$ cat config.mk
export PLATFORM = sky130hd
export DESIGN_NAME = sram_frame_reader
export DESIGN_NICKNAME = d
export VERILOG_FILES = /design/src/rtl/gifplayer_pkg.sv /design/src/rtl/frame_word_fifo.sv /design/src/rtl/sram_frame_reader.sv
export SDC_FILE = /design/constraint.sdc
export NUM_CORES = 1
export LEC_CHECK = 0
export BUFFER_PORTS_ARGS = -buffer_cell sky130_fd_sc_hd__buf_4
export CAP_MARGIN = 20
export CELL_PAD_IN_SITES_DETAIL_PLACEMENT = 1
export CELL_PAD_IN_SITES_GLOBAL_PLACEMENT = 2
export CORE_ASPECT_RATIO = 0.7
export CORE_MARGIN = 5
export CORE_UTILIZATION = 45
export CTS_CLUSTER_DIAMETER = 120
export CTS_CLUSTER_SIZE = 14
export DETAILED_ROUTE_END_ITERATION = 7
export PLACE_DENSITY_LB_ADDON = 0.1
export SLEW_MARGIN = 20
export SYNTH_ARGS = -nofsm -noshare
export SYNTH_HDL_FRONTEND = slang
export SYNTH_SLANG_ARGS = --single-unit
$ cat constraint.sdc
create_clock -name clk_clk -period 5 [get_ports clk_clk]
set_input_delay 1 -clock clk_clk [delete_from_list [all_inputs] [get_ports clk_clk]]
set_output_delay 1 -clock clk_clk [all_outputs]
set_load 0.05 [all_outputs]
$ cat src/rtl/gifplayer_pkg.sv
// rtl/gifplayer_pkg.sv - shared types and constants for the SRAM frame reader
//
// Contents:
//   state_t  reader FSM states (IDLE, FETCH, DRAIN)
//   SRAM_AW  SRAM word address width
//   SRAM_DW  SRAM data width
//   PIX_W    palette index width
package gifplayer_pkg;

  typedef enum logic [1:0] {
    IDLE  = 2'd0,
    FETCH = 2'd1,
    DRAIN = 2'd2
  } state_t;

  localparam int SRAM_AW = 20;
  localparam int SRAM_DW = 16;
  localparam int PIX_W   = 8;

endpackage

$ cat src/rtl/frame_word_fifo.sv
// rtl/frame_word_fifo.sv - synchronous word FIFO with occupancy count
//
// Ports:
//   clk        in   clock
//   rst_n      in   asynchronous active-low reset (empties the FIFO)
//   push       in   write push_data this cycle (caller never pushes when full)
//   push_data  in   WIDTH-bit write word
//   pop        in   drop the head word this cycle (caller never pops when empty)
//   pop_data   out  head word, valid while count != 0
//   count      out  number of stored words, 0..DEPTH
module frame_word_fifo #(
  parameter int DEPTH = 8,
  parameter int WIDTH = 16
) (
  input  logic                   clk,
  input  logic                   rst_n,
  input  logic                   push,
  input  logic [WIDTH-1:0]       push_data,
  input  logic                   pop,
  output logic [WIDTH-1:0]       pop_data,
  output logic [$clog2(DEPTH):0] count
);

  localparam int AW = $clog2(DEPTH);

  logic [WIDTH-1:0] mem [DEPTH];
  logic [AW-1:0]    wr_ptr;
  logic [AW-1:0]    rd_ptr;

  // Storage carries no reset; only the pointers define what is valid.
  always_ff @(posedge clk) begin
    if (push) mem[wr_ptr] <= push_data;
  end

  // DEPTH is a power of two, so the pointers wrap by plain overflow.
  always_ff @(posedge clk or negedge rst_n) begin
    if (!rst_n) begin
      wr_ptr <= '0;
      rd_ptr <= '0;
      count  <= '0;
    end else begin
      if (push) wr_ptr <= wr_ptr + 1'b1;
      if (pop)  rd_ptr <= rd_ptr + 1'b1;
      case ({push, pop})
        2'b10:   count <= count + 1'b1;
        2'b01:   count <= count - 1'b1;
        default: count <= count;
      endcase
    end
  end

  assign pop_data = mem[rd_ptr];

endmodule

$ cat src/rtl/sram_frame_reader.sv
// rtl/sram_frame_reader.sv - fetches a frame from shared async SRAM as an 8-bit pixel stream
//
// Optional feature: SRAM_FRAME_READER_LOOP_EN - when defined, the frame is
// re-fetched endlessly from the latched base and frame_done pulses per frame.
//
// Ports:
//   clk_clk, reset_reset_n        clock, asynchronous active-low reset
//   frame_start, frame_base       start pulse (honoured in IDLE) and word base address
//   busy, frame_done              frame in progress, one-cycle completion pulse
//   sram_req, sram_gnt            bus request to / grant from the SRAM arbiter
//   sram_ADDR, sram_DQ            read address, read data
//   sram_CE_N/OE_N/WE_N/LB_N/UB_N SRAM strobes (WE_N always high)
//   pix_data/valid/ready          pixel stream handshake
//   pix_eol, pix_eof              last pixel of line / frame
module sram_frame_reader
  import gifplayer_pkg::*;
#(
  parameter int WIDTH      = 320,
  parameter int HEIGHT     = 240,
  parameter int FIFO_DEPTH = 8
) (
  input  logic               clk_clk,
  input  logic               reset_reset_n,
  input  logic               frame_start,
  input  logic [SRAM_AW-1:0] frame_base,
  output logic               busy,
  output logic               frame_done,
  output logic               sram_req,
  input  logic               sram_gnt,
  output logic [SRAM_AW-1:0] sram_ADDR,
  input  logic [SRAM_DW-1:0] sram_DQ,
  output logic               sram_CE_N,
  output logic               sram_OE_N,
  output logic               sram_WE_N,
  output logic               sram_LB_N,
  output logic               sram_UB_N,
  output logic [PIX_W-1:0]   pix_data,
  output logic               pix_valid,
  input  logic               pix_ready,
  output logic               pix_eol,
  output logic               pix_eof
);

`ifdef SRAM_FRAME_READER_LOOP_EN
  localparam bit LOOP_EN = 1'b1;
`else
  localparam bit LOOP_EN = 1'b0;
`endif

  localparam int NW = WIDTH * HEIGHT / 2;
  localparam int KW = (NW > 1) ? $clog2(NW) : 1;
  localparam int XW = $clog2(WIDTH);
  localparam int YW = (HEIGHT > 1) ? $clog2(HEIGHT) : 1;
  localparam int CW = $clog2(FIFO_DEPTH) + 1;

  localparam logic [KW-1:0] K_LAST = KW'(NW - 1);
  localparam logic [XW-1:0] X_LAST = XW'(WIDTH - 1);
  localparam logic [YW-1:0] Y_LAST = YW'(HEIGHT - 1);
  localparam logic [CW-1:0] C_FULL = CW'(FIFO_DEPTH);

  state_t             state;
  state_t             next_state;
  logic [SRAM_AW-1:0] base;
  logic [KW-1:0]      k;
  logic [XW-1:0]      x;
  logic [YW-1:0]      y;
  logic               hi;          // next pixel comes from the high byte of the head word
  logic [CW-1:0]      fifo_count;
  logic [SRAM_DW-1:0] fifo_word;
  logic               start;
  logic               rd;
  logic               last_word;
  logic               accept;
  logic               pop;

  frame_word_fifo #(
    .DEPTH (FIFO_DEPTH),
    .WIDTH (SRAM_DW)
  ) u_fifo (
    .clk       (clk_clk),
    .rst_n     (reset_reset_n),
    .push      (rd),
    .push_data (sram_DQ),
    .pop       (pop),
    .pop_data  (fifo_word),
    .count     (fifo_count)
  );

  always_ff @(posedge clk_clk or negedge reset_reset_n) begin
    if (!reset_reset_n) state <= IDLE;
    else                state <= next_state;
  end

  always_comb begin
    next_state = state;
    start      = (state == IDLE) && frame_start;
    busy       = (state != IDLE);
    // Request drops combinationally once the FIFO is full, so a read is
    // never issued without room for its word.
    sram_req   = (state == FETCH) && (fifo_count != C_FULL);
    rd         = sram_req && sram_gnt;
    last_word  = rd && (k == K_LAST);

    sram_ADDR  = rd ? (base + SRAM_AW'(k)) : '0;
    sram_CE_N  = !rd;
    sram_OE_N  = !rd;
    sram_LB_N  = !rd;
    sram_UB_N  = !rd;
    sram_WE_N  = 1'b1;

    pix_valid  = (fifo_count != '0);
    accept     = pix_valid && pix_ready;
    pop        = accept && hi;
    pix_data   = '0;
    if (pix_valid) pix_data = hi ? fifo_word[15:8] : fifo_word[7:0];
    pix_eol    = pix_valid && (x == X_LAST);
    pix_eof    = pix_eol && (y == Y_LAST);

    case (state)
      IDLE:    if (frame_start) next_state = FETCH;
      FETCH:   if (last_word && !LOOP_EN) next_state = DRAIN;
      // The last pixel pops the last word, so the FIFO is empty after this edge.
      DRAIN:   if (accept && pix_eof) next_state = IDLE;
      default: next_state = IDLE;
    endcase
  end

  always_ff @(posedge clk_clk or negedge reset_reset_n) begin
    if (!reset_reset_n) begin
      base       <= '0;
      k          <= '0;
      x          <= '0;
      y          <= '0;
      hi         <= 1'b0;
      frame_done <= 1'b0;
    end else begin
      frame_done <= accept && pix_eof && (LOOP_EN || (state == DRAIN));
      if (start) begin
        base <= frame_base;
        k    <= '0;
        x    <= '0;
        y    <= '0;
        hi   <= 1'b0;
      end else begin
        // k wraps after the last word; in single-shot mode it is unused afterwards.
        if (rd) k <= last_word ? '0 : k + 1'b1;
        if (accept) begin
          hi <= !hi;
          if (x == X_LAST) begin
            x <= '0;
            y <= (y == Y_LAST) ? '0 : y + 1'b1;
          end else begin
            x <= x + 1'b1;
          end
        end
      end
    end
  end

endmodule
Word level (Yosys, flattened, before mapping)
Memories as Yosys holds them, arrays and structs flattened.
Cells that the tools add are included.

cells by class
  muxes and demuxes = 22
  add/subtract/negate cells = 8
  reductions and logical operators = 21
  equal/unequal tests = 11

operators by type and width
  operator               count
  $mux 16                3
  $mux 8                 6
  $mux 9                 3
  $add 20x16->20         1
  $mux 20                1
  $add 16x1->16 const B  1
  $eq 16x16->1 const B   1
  $logic_and 1x1->1      10
  $reduce_bool 2->1      5
  $add 9x1->9 const B    1
  $eq 9x9->1 const B     1
  $add 8x1->8 const B    1
  $eq 8x8->1 const B     1
  $pmux 4 s2             1
  $add 3x1->3 const B    2
  $mux 2                 3
  $ne 2x2->1 const B     3
  $pmux 2 s3             1
  $add 4x1->4 const B    1
  $eq 2x1->1 const B     2
  $eq 2x2->1 const B     2
  $mux 1                 4
  $ne 4x4->1 const B     1
  $reduce_bool 4->1      1
  other kinds (5)        6

storage, ports and cells
  input port bits = 41
  output and inout port bits = 39
  register bits = 67
  bits in writable memories = 128
  memories = 1
  word-level logic and storage cells = 73

memories
  name        depth  width  read ports  clocked after Yosys merged registers in  wr ports  line                   source
  u_fifo.mem  8      16     1           0                                        1         frame_word_fifo.sv:26  logic [WIDTH-1:0] mem [DEPTH];

Depth between registers and ports, before layout
Gate-level depths: netlist of the first run.

  depth after elaboration = 7
  depth in mapped cells = 13
  gate-level depth less buffers = 12

By module
Synthesis of the first run repeated with hierarchy kept, for this count alone.

unflattened totals
  cell total of the unflattened synthesis = 719
  area total of the unflattened synthesis = 9,376.5 um^2

by module, submodules not included
  module             cells an instance  times used  sequential area each (um^2)  area each (um^2)
  frame_word_fifo    238                1           4,093.9                      5,459.0
  sram_frame_reader  481                1           1,426.4                      3,917.5

Worst setup path after synthesis of the first run
No wires, ideal clock.

  path kind = input-to-output
  from = in sram_gnt
  to = out sram_ADDR[9]
  slack = 1.137 ns
  data required time = 4.000 ns
  stages = 6
  data arrival time = 2.863 ns
  buffers on the path = 2
  cells stage by stage = nand3b_1 -> nor2_1 -> inv_1 -> buf_2 -> buf_2 -> nor3b_1

between the ends
  word-level cells in the longest chain between the ends = 2

ends and longest elaborated chain
  item                line                      source
  start: declaration  sram_frame_reader.sv:29   input logic sram_gnt,
  $logic_and 1x1->1   sram_frame_reader.sv:101  rd = sram_req && sram_gnt;
  $mux 20             sram_frame_reader.sv:104  sram_ADDR = rd ? (base + SRAM_AW'(k)) : '0;
  end: declaration    sram_frame_reader.sv:30   output logic [SRAM_AW-1:0] sram_ADDR,

Every way passes these cells.

Worst setup path in the final report of the first run
  from = reg k[0]
  to = out sram_ADDR[18]

between the ends
  word-level cells in the longest chain between the ends = 2

ends and longest elaborated chain
  item                      line                      source
  start: declaration        sram_frame_reader.sv:64   logic [KW-1:0] k;
  start signal: assignment  sram_frame_reader.sv:146  if (rd) k <= last_word ? '0 : k + 1'b1;
  $add 20x16->20            sram_frame_reader.sv:104
  $mux 20                   sram_frame_reader.sv:104

Every way passes these cells.

==> results of run 1 <==
-- critical path: stages (launching register included) --
cell and delay, ns:
sky130_fd_sc_hd__dfrtp_1 0.43, sky130_fd_sc_hd__ha_1 0.24, sky130_fd_sc_hd__fa_1 0.45, sky130_fd_sc_hd__a211oi_1 0.33
sky130_fd_sc_hd__o21a_1 0.21, sky130_fd_sc_hd__o211ai_1 0.13, sky130_fd_sc_hd__a31oi_1 0.49, sky130_fd_sc_hd__o21ai_0 0.15
sky130_fd_sc_hd__a21oi_1 0.16, sky130_fd_sc_hd__buf_4 0.23
-- worst min path at each step --
stage / start / end / slack [ns] / cells past startpoint
after floorplan: base[0]$_DFFE_PN0P_ / base[0]$_DFFE_PN0P_ / 0.45 / 2
after global placement: y[1]$_DFFE_PN0P_ / y[1]$_DFFE_PN0P_ / 0.47 / 2
after detailed placement: base[0]$_DFFE_PN0P_ / base[0]$_DFFE_PN0P_ / 0.47 / 2
after CTS: base[0]$_DFFE_PN0P_ / base[0]$_DFFE_PN0P_ / 0.49 / 2
after global routing: base[0]$_DFFE_PN0P_ / base[0]$_DFFE_PN0P_ / 0.52 / 2
final: base[0]$_DFFE_PN0P_ / base[0]$_DFFE_PN0P_ / 0.49 / 2
-- metal layers --
layer	global-route usage, %	vias up	wire length [um]
li1	-	2722	-
met4	4.39	0	176
met1	30.5	3103	11300
met3	3.70	13	747
met2	30.7	114	10300
met5	0	-	0
-- Yosys cell counts (3+ instances only) --
master,instances
sky130_fd_sc_hd__nor2_1,48
sky130_fd_sc_hd__xnor2_1,15
sky130_fd_sc_hd__buf_4,8
sky130_fd_sc_hd__buf_1,4
sky130_fd_sc_hd__buf_2,4
sky130_fd_sc_hd__and3_1,11
sky130_fd_sc_hd__mux4_2,40
sky130_fd_sc_hd__xor2_1,19
sky130_fd_sc_hd__o211ai_1,4
sky130_fd_sc_hd__nand4_1,8
sky130_fd_sc_hd__nor3_1,16
sky130_fd_sc_hd__nand3b_1,4
sky130_fd_sc_hd__and4_1,4
sky130_fd_sc_hd__or3_1,7
sky130_fd_sc_hd__a31oi_1,4
sky130_fd_sc_hd__a21oi_1,27
sky130_fd_sc_hd__nor4b_1,3
sky130_fd_sc_hd__edfxtp_1,128
sky130_fd_sc_hd__a21o_1,6
sky130_fd_sc_hd__o21a_1,4
sky130_fd_sc_hd__o21ai_0,27
sky130_fd_sc_hd__and2_1,14
sky130_fd_sc_hd__a211oi_1,3
sky130_fd_sc_hd__nor4_1,4
sky130_fd_sc_hd__nor3b_1,6
sky130_fd_sc_hd__clkbuf_1,13
sky130_fd_sc_hd__dfrtp_1,67
sky130_fd_sc_hd__nand2_1,108
sky130_fd_sc_hd__nand3_1,17
sky130_fd_sc_hd__inv_1,11
sky130_fd_sc_hd__ha_1,24
-- kinds of logic (layout without fill, tap and decap cells) --
kind of cell,Yosys count,in the layout,synth area share (%)
compound gates,88,88,5.96
simple gates,259,259,13.7
buf+inv,41,136,2.16
flops,195,195,60.8
mux,43,43,10.3
other cells,1,1,0.0413
xor+xnor,34,34,3.28
fa+ha+maj,26,26,3.75
-- sequential cells by signal, summed over array words and instances (netlist names), 2 cells and up --
name	count
state	2
u_fifo.wr_ptr	3
k	16
u_fifo.count	4
u_fifo.mem	128
u_fifo.rd_ptr	3
y	8
x	9
base	20
-- cell type report --
type,count,area (um^2),area share [%]
Clock buffer,17,425,4.01
Clock inverter,15,179,1.69
Inverter,11,41.3,0.390
Multi-Input combinational cell,451,3390,32.0
Sequential cell,195,5520,52.1
Tap cell,270,338,3.19
Timing Repair Buffer,93,698,6.59
-- power breakdown --
part           total, mW  internal [mW]  switching [mW]
clock network       1.38          0.682           0.699
registers           2.30           1.99           0.310
logic               1.89          0.816            1.08
==> flow_summary.rst, run 1 <==
.. list-table::
   :header-rows: 1

   * - Metric
     - Value
   * - Vias post-DR
     - 5952
   * - Highest ir drop seen on vdd
     - 0.296 mV
   * - Most frequent cells in the layout
     - 128 x sky130_fd_sc_hd__edfxtp_1, 108 x sky130_fd_sc_hd__nand2_1, 93 x sky130_fd_sc_hd__buf_4, 65 x sky130_fd_sc_hd__dfrtp_1, 48 x sky130_fd_sc_hd__nor2_1
   * - Fraction of synthesized cell area taken by the top area cell type
     - 42.4%
   * - Slew of the pin with the lowest slew margin
     - 0.923 ns
   * - Arrival time reported for the critical path endpoint
     - 3.26 ns
   * - Antenna-violating nets left
     - 0
   * - CTS clock-pin slew for the worst setup and hold paths
     - 0.07 ns
   * - Number of I/O pins
     - 80
   * - Horizontal die dimension
     - 180 um
   * - Hpwl dp
     - 15600 um
   * - Number of placement rows
     - 43
   * - Number of remaining DRC errors
     - 0
   * - Dominant cell type by area after synthesis
     - sky130_fd_sc_hd__edfxtp_1
   * - Die area
     - 23100 um^2
   * - Maximum clock insertion buffer count
     - 2
   * - FF-to-FF path depth
     - 12
   * - Clock tree root buffer cell
     - sky130_fd_sc_hd__clkbuf_16
   * - Total routing resource utilization after global routing
     - 20.1%
   * - WL final
     - 22500 um
   * - Most common library cell in the layout ignoring fill and taps
     - sky130_fd_sc_hd__edfxtp_1
   * - Clock tree skew after final layout
     - 0.0178 ns
   * - Critical path required time
     - 4.00 ns
   * - Post-synthesis sequential area ratio
     - 60.8%
   * - Core utilization of the finished layout
     - 53.5%
   * - Setup violators final
     - 0
   * - Setup repair after global routing missed its margin
     - false
   * - Critical path capture point type
     - primary output
   * - Max H-tree Level
     - 4
   * - Gate count of the mapped netlist
     - 687
   * - Launch point of the worst path
     - k[0]$_DFFE_PN0P_
   * - Via-to-Cell Ratio
     - 5.66
   * - Register-to-register setup slack
     - 1.52 ns
   * - Starting density of the core
     - 45.8%
   * - Pins over their slew limit
     - 0
   * - Path class of the lowest-slack min-delay path
     - register to register
   * - Capturing element of the worst setup path
     - sram_ADDR[18]
   * - Most used flip-flop cell after synthesis
     - sky130_fd_sc_hd__edfxtp_1
   * - Number of buffers inserted by hold repair at cts
     - 0
   * - Number of clock sinks seen by CTS
     - 195
   * - Clock tree from TritonCTS
     - built
   * - Port buffer count
     - 78
   * - Netlist Area Pre-Place
     - 9070 um^2
   * - Syn Area/Cell
     - 13.2 um^2
   * - Worst hold slack across all endpoints
     - 0.494 ns
   * - Cells taking the most area after synthesis
     - sky130_fd_sc_hd__edfxtp_1 42%, sky130_fd_sc_hd__dfrtp_1 18%, sky130_fd_sc_hd__mux4_2 9.9%
   * - Wire length of the first global-routing pass
     - 36200 um
   * - Area added between synthesis and finish
     - 16.8%
   * - Pin count of the biggest net entering global routing
     - 68
   * - Post-route standard cell area excluding fillers
     - 10600 um^2
   * - Core Area
     - 19800 um^2
   * - Number of standard cells in the layout, taps in and fillers out
     - 1052
   * - Setup bufs post-CTS
     - 0
   * - Number of global-route vias before repair
     - 6262
   * - Vertical die dimension
     - 129 um
   * - Number of cells in the design after placement
     - 1020
   * - Number of fillers in the final layout
     - 2049
   * - Run status
     - completed
   * - Highest fanout seen on the critical path
     - 6
   * - Diode count
     - 0
   * - Gp weighted congestion
     - 0.778
   * - Post_cts resized
     - 0
   * - Post-synthesis cell type count
     - 55
   * - Fraction of registers with async set or reset after synthesis
     - 34.4%
   * - Worst Setup Slack post-DPL
     - 1.25 ns
   * - Cell Pwr Density
     - 526 nW/um^2
   * - TNS Setup
     - 0 ns
   * - Total of warnings raised by yosys
     - 0
   * - Crit share post-route
     - 85.3%
   * - FMAX
     - 0.235 GHz
   * - Max transition margin
     - 38.5%
   * - Final hold violation count
     - 0
   * - Final setup margin
     - 0.736 ns
   * - Number of enable-type register cells in the synthesized netlist
     - 128
   * - Number of search-and-repair iterations in the first detailed-routing pass
     - 4
   * - Number of antenna violations at the first check in global routing
     - 0
   * - Worst reg2reg endpoint
     - u_fifo.count[3]$_DFFE_PN0P_
   * - Placement-stage cell area
     - 9990 um^2
   * - Max Cap Violations
     - 0
   * - Lkg Pwr
     - 4.18 nW
   * - Crit path launch type
     - register
   * - Global-route congestion overflow total
     - 0
   * - Net total in the final layout
     - 836
   * - Critical setup path kind
     - register to primary output
   * - RR Startpoint
     - u_fifo.count[0]$_DFFE_PN0P_
   * - TritonCTS buffer count
     - 17
   * - Drt wl/cell
     - 21.4 um
   * - Overall power after layout
     - 5.57 mW
   * - Clock latency reported for the late side of the worst-skew pair
     - 0.44 ns
   * - DRC marker count from the first detailed-route iteration
     - 378
   * - Share of final-layout standard cells stronger than drive strength 1
     - 23.3%
   * - Post-layout min period
     - 4.26 ns
   * - Flip-flop and latch count after synthesis
     - 195
   * - Number of nets in the synthesized netlist
     - 754
Power figures use the tool's default switching activity.
==> run 2: changes to the inputs <==
Settings changed: ABC_AREA set to 1, CORE_UTILIZATION 45 to 41.
==> run 2 against run 1 <==
Against the previous run: first-iteration DRC count grew 40%; power grew 17%; utilization shrank 5.8 points; non-clock buffer count is the same; critical endpoint is now pix_data[4]; sequential share of layout area shrank 3.0 points; routed wire length grew 26%; register-to-register slack gained 0.50 ns; clock power is essentially flat; cell count grew 41%; highest routed layer unchanged; critical path depth shrank 2; sequential power is essentially flat; setup slack gained 0.54 ns.
==> flow_summary.rst, run 2 <==
.. list-table::
   :header-rows: 1

   * - Metric
     - Value
   * - Run status
     - completed (unchanged)
   * - Number of I/O pins
     - 80 (unchanged)
   * - Critical path capture point type
     - primary output (unchanged)
   * - Post-synthesis cell type count
     - 41 (was 55)
   * - Cells taking the most area after synthesis
     - sky130_fd_sc_hd__edfxtp_1 39%, sky130_fd_sc_hd__dfrtp_1 17%, sky130_fd_sc_hd__nand2_1 13% (was sky130_fd_sc_hd__edfxtp_1 42%, sky130_fd_sc_hd__dfrtp_1 18%, sky130_fd_sc_hd__mux4_2 9.9%)
   * - Critical Path Slowest Stage Cell
     - sky130_fd_sc_hd__dfrtp_1 (was sky130_fd_sc_hd__a31oi_1)
   * - Post-layout min period
     - 3.72 ns (was 4.26 ns)
   * - DRC marker count from the first detailed-route iteration
     - 528 (was 378)
   * - Largest registers
     - u_fifo.mem x128, base x20, k x16 (unchanged)
   * - Netlist Area Pre-Place
     - 9810 um^2 (was 9070 um^2)
   * - Cell Pwr Density
     - 577 nW/um^2 (was 526 nW/um^2)
   * - Largest delay share family, worst path
     - flip-flops (was compound AO/OA/AOI/OAI gates)
   * - Number of placement rows
     - 47 (was 43)
   * - WL final
     - 28300 um (was 22500 um)
   * - Total routing resource utilization after global routing
     - 21.0% (was 20.1%)
   * - Gp weighted congestion
     - 0.832 (was 0.778)
   * - Clock tree from TritonCTS
     - built (unchanged)
   * - Highest ir drop seen on vdd
     - 0.318 mV (was 0.296 mV)
   * - Most frequent cells in the layout
     - 334 x sky130_fd_sc_hd__nand2_1, 128 x sky130_fd_sc_hd__edfxtp_1, 107 x sky130_fd_sc_hd__nor2_1, 92 x sky130_fd_sc_hd__buf_4, 78 x sky130_fd_sc_hd__inv_1 (was 128 x sky130_fd_sc_hd__edfxtp_1, 108 x sky130_fd_sc_hd__nand2_1, 93 x sky130_fd_sc_hd__buf_4, 65 x sky130_fd_sc_hd__dfrtp_1, 48 x sky130_fd_sc_hd__nor2_1)
   * - Worst hold slack across all endpoints
     - 0.493 ns (was 0.494 ns)
   * - Horizontal die dimension
     - 195 um (was 180 um)
   * - Highest fanout seen on the critical path
     - 17 (was 6)
   * - Post-route standard cell area excluding fillers
     - 11300 um^2 (was 10600 um^2)
   * - Worst Setup Slack post-DPL
     - 1.64 ns (was 1.25 ns)
   * - Via-to-Cell Ratio
     - 5.23 (was 5.66)
   * - Starting density of the core
     - 41.6% (was 45.8%)
   * - Syn Area/Cell
     - 9.04 um^2 (was 13.2 um^2)
   * - TritonCTS buffer count
     - 17 (unchanged)
   * - Diode count
     - 0 (unchanged)
   * - Die area
     - 27200 um^2 (was 23100 um^2)
   * - Flip-flop and latch count after synthesis
     - 195 (unchanged)
   * - Placement-stage cell area
     - 10700 um^2 (was 9990 um^2)
   * - Number of remaining DRC errors
     - 0 (unchanged)
   * - Number of fillers in the final layout
     - 2729 (was 2049)
   * - Fraction of registers with async set or reset after synthesis
     - 34.4% (unchanged)
   * - Wire length of the first global-routing pass
     - 45100 um (was 36200 um)
   * - Clock latency reported for the late side of the worst-skew pair
     - 0.45 ns (was 0.44 ns)
   * - Most frequent CP cell
     - sky130_fd_sc_hd__a21oi_1
   * - Arrival time reported for the critical path endpoint
     - 2.72 ns (was 3.26 ns)
   * - FMAX
     - 0.269 GHz (was 0.235 GHz)
   * - Area added between synthesis and finish
     - 14.7% (was 16.8%)
   * - Post-synthesis sequential area ratio
     - 56.3% (was 60.8%)
   * - Critical path required time
     - 4.00 ns (about the same)
   * - Core Area
     - 23600 um^2 (was 19800 um^2)
   * - Number of search-and-repair iterations in the first detailed-routing pass
     - 5 (was 4)
   * - Path class of the lowest-slack min-delay path
     - register to register (unchanged)
   * - Lkg Pwr
     - 4.88 nW (was 4.18 nW)
   * - TNS Setup
     - 0 ns (unchanged)
   * - CTS clock-pin slew for the worst setup and hold paths
     - 0.07 ns (about the same)
   * - Pins over their slew limit
     - 0 (unchanged)
   * - Top cell types by occurrence after synthesis
     - 334 x sky130_fd_sc_hd__nand2_1, 128 x sky130_fd_sc_hd__edfxtp_1, 114 x sky130_fd_sc_hd__nor2_1 (was 128 x sky130_fd_sc_hd__edfxtp_1, 108 x sky130_fd_sc_hd__nand2_1, 67 x sky130_fd_sc_hd__dfrtp_1)
   * - Clock tree root buffer cell
     - sky130_fd_sc_hd__clkbuf_16 (unchanged)
   * - Crit path launch type
     - register (unchanged)
   * - Dominant cell type by area after synthesis
     - sky130_fd_sc_hd__edfxtp_1 (unchanged)
   * - Number of antenna violations at the first check in global routing
     - 0 (unchanged)
   * - Setup violators final
     - 0 (unchanged)
   * - Cell breakdown of the critical path
     - inv_2 -> nand3_1 -> nand2_1 -> a21oi_1 -> o31ai_1 -> a21oi_1 -> buf_4 (was ha_1 -> fa_1 -> a211oi_1 -> o21a_1 -> o211ai_1 -> a31oi_1 -> o21ai_0 -> a21oi_1 -> buf_4)
   * - Pin count of the biggest net entering global routing
     - 68 (unchanged)
   * - Drt wl/cell
     - 19.1 um (was 21.4 um)
   * - Maximum single-stage delay on the critical path
     - 0.75 ns (was 0.49 ns)
   * - Crit share post-route
     - 74.5% (was 85.3%)
   * - Max H-tree Level
     - 4 (unchanged)
   * - CP bufs+invs
     - 2 (was 1)
   * - Top register by number of flip-flops
     - u_fifo.mem (unchanged)
   * - Number of clock sinks seen by CTS
     - 195 (unchanged)
   * - Number of global-route vias before repair
     - 7876 (was 6262)
   * - Max transition margin
     - 28.2% (was 38.5%)
   * - Setup repair after global routing missed its margin
     - false (unchanged)
   * - Number of buffers inserted by hold repair at cts
     - 0 (unchanged)
   * - Dominant cell by count in the synthesized netlist
     - sky130_fd_sc_hd__nand2_1 (was sky130_fd_sc_hd__edfxtp_1)
   * - Share of final-layout standard cells stronger than drive strength 1
     - 13.7% (was 23.3%)
   * - Max Cap Violations
     - 0 (unchanged)
   * - Number of nets in the synthesized netlist
     - 1152 (was 754)
   * - Vias post-DR
     - 7784 (was 5952)
   * - Gate count of the mapped netlist
     - 1085 (was 687)
   * - Post_cts resized
     - 0 (unchanged)
   * - Antenna-violating nets left
     - 0 (unchanged)
   * - Hpwl dp
     - 19700 um (was 15600 um)
   * - Most used flip-flop cell after synthesis
     - sky130_fd_sc_hd__edfxtp_1 (unchanged)
   * - Slew of the pin with the lowest slew margin
     - 1.08 ns (was 0.923 ns)
   * - Total of warnings raised by yosys
     - 0 (unchanged)
   * - Setup bufs post-CTS
     - 0 (unchanged)
   * - Most common library cell in the layout ignoring fill and taps
     - sky130_fd_sc_hd__nand2_1 (was sky130_fd_sc_hd__edfxtp_1)
   * - Net total in the final layout
     - 1224 (was 836)
   * - Port buffer count
     - 78 (unchanged)
   * - Vertical die dimension
     - 139 um (was 129 um)
   * - Critical setup path kind
     - register to primary output (unchanged)
   * - Overall power after layout
     - 6.50 mW (was 5.57 mW)
   * - Maximum clock insertion buffer count
     - 2 (unchanged)
   * - Number of enable-type register cells in the synthesized netlist
     - 128 (unchanged)
   * - Final setup margin
     - 1.28 ns (was 0.736 ns)
   * - Clock tree skew after final layout
     - 0.00877 ns (was 0.0178 ns)
   * - Final hold violation count
     - 0 (unchanged)
   * - Fraction of synthesized cell area taken by the top area cell type
     - 39.2% (was 42.4%)
   * - Global-route congestion overflow total
     - 0 (unchanged)
   * - Flip-flop count of the largest register after layout
     - 128 (unchanged)
-- run 2: worst min-delay path, delay by kind of cell (launching register included) --
family / cells / cell delay, ns
flops: 1 / 0.35
simple gates: 2 / 0.11
-- run 2: logic make-up after synthesis --
| family | after synthesis | share of synthesized area [%] |
|---|---|---|
| muxes | 1 | 0.115 |
| other | 1 | 0.0382 |
| xor gates and xnor gates | 17 | 1.52 |
| AOI/OAI and AO/OA | 152 | 8.60 |
| adders and majority gates | 26 | 3.47 |
| DFF | 195 | 56.3 |
| and+or+nand+nor | 569 | 24.1 |
| buffers and inverters | 124 | 5.94 |
-- run 2: per-stage QoR --
| stage | util (%) | std cells |
|---|---|---|
| after floorplan | - | 1085 |
| after global routing | 47.7 | 1488 |
| after CTS | 47.6 | 1487 |
| after global placement | 45.2 | 1455 |
| final | 47.7 | 1488 |
| after detailed placement | 45.2 | 1455 |
-- run 2: final timing paths --
kind                                                    from                            to  slack, ns  cells after the start
worst max-delay path            u_fifo.rd_ptr[1]$_DFFE_PN0P_                   pix_data[4]       1.28                      7
worst min-delay path                     base[0]$_DFFE_PN0P_           base[0]$_DFFE_PN0P_       0.49                      2
worst max register to register          state[1]$_DFFE_PN0P_   u_fifo.mem[7][14]$_DFFE_PP_       2.02                      5
worst min register to register           base[0]$_DFFE_PN0P_           base[0]$_DFFE_PN0P_       0.49                      2
max in group asynchronous                      reset_reset_n  u_fifo.rd_ptr[0]$_DFFE_PN0P_       3.65                      1
min in group asynchronous                      reset_reset_n              y[6]$_DFFE_PN0P_       0.68                      1
-- run 2: layout make-up --
cell class                      instances  area (um^2)  share of cell area (%)
Clock buffer                           19          433                    3.85
Clock inverter                         13          151                    1.35
Inverter                               84          315                    2.80
Multi-Input combinational cell        766         3730                    33.1
Sequential cell                       195         5520                    49.1
Tap cell                              318          398                    3.54
Timing Repair Buffer                   93          706                    6.27
-- run 2: per-layer routing --
metal,part of all wire (%),wire length (um),vias to the layer above,GRT usage [%]
li1,-,-,3755,-
met1,53,15100,3864,33.5
met2,41,11700,146,29.5
met3,4.4,1250,19,4.06
met4,0.87,248,0,4.55
met5,0,0,-,0
-- run 2: where the power goes --
group	leakage, nW	switching [mW]	internal [mW]	total, mW
clock	0.276	0.652	0.747	1.40
combinational	2.59	2.01	0.819	2.83
sequential	2.01	0.223	2.04	2.27
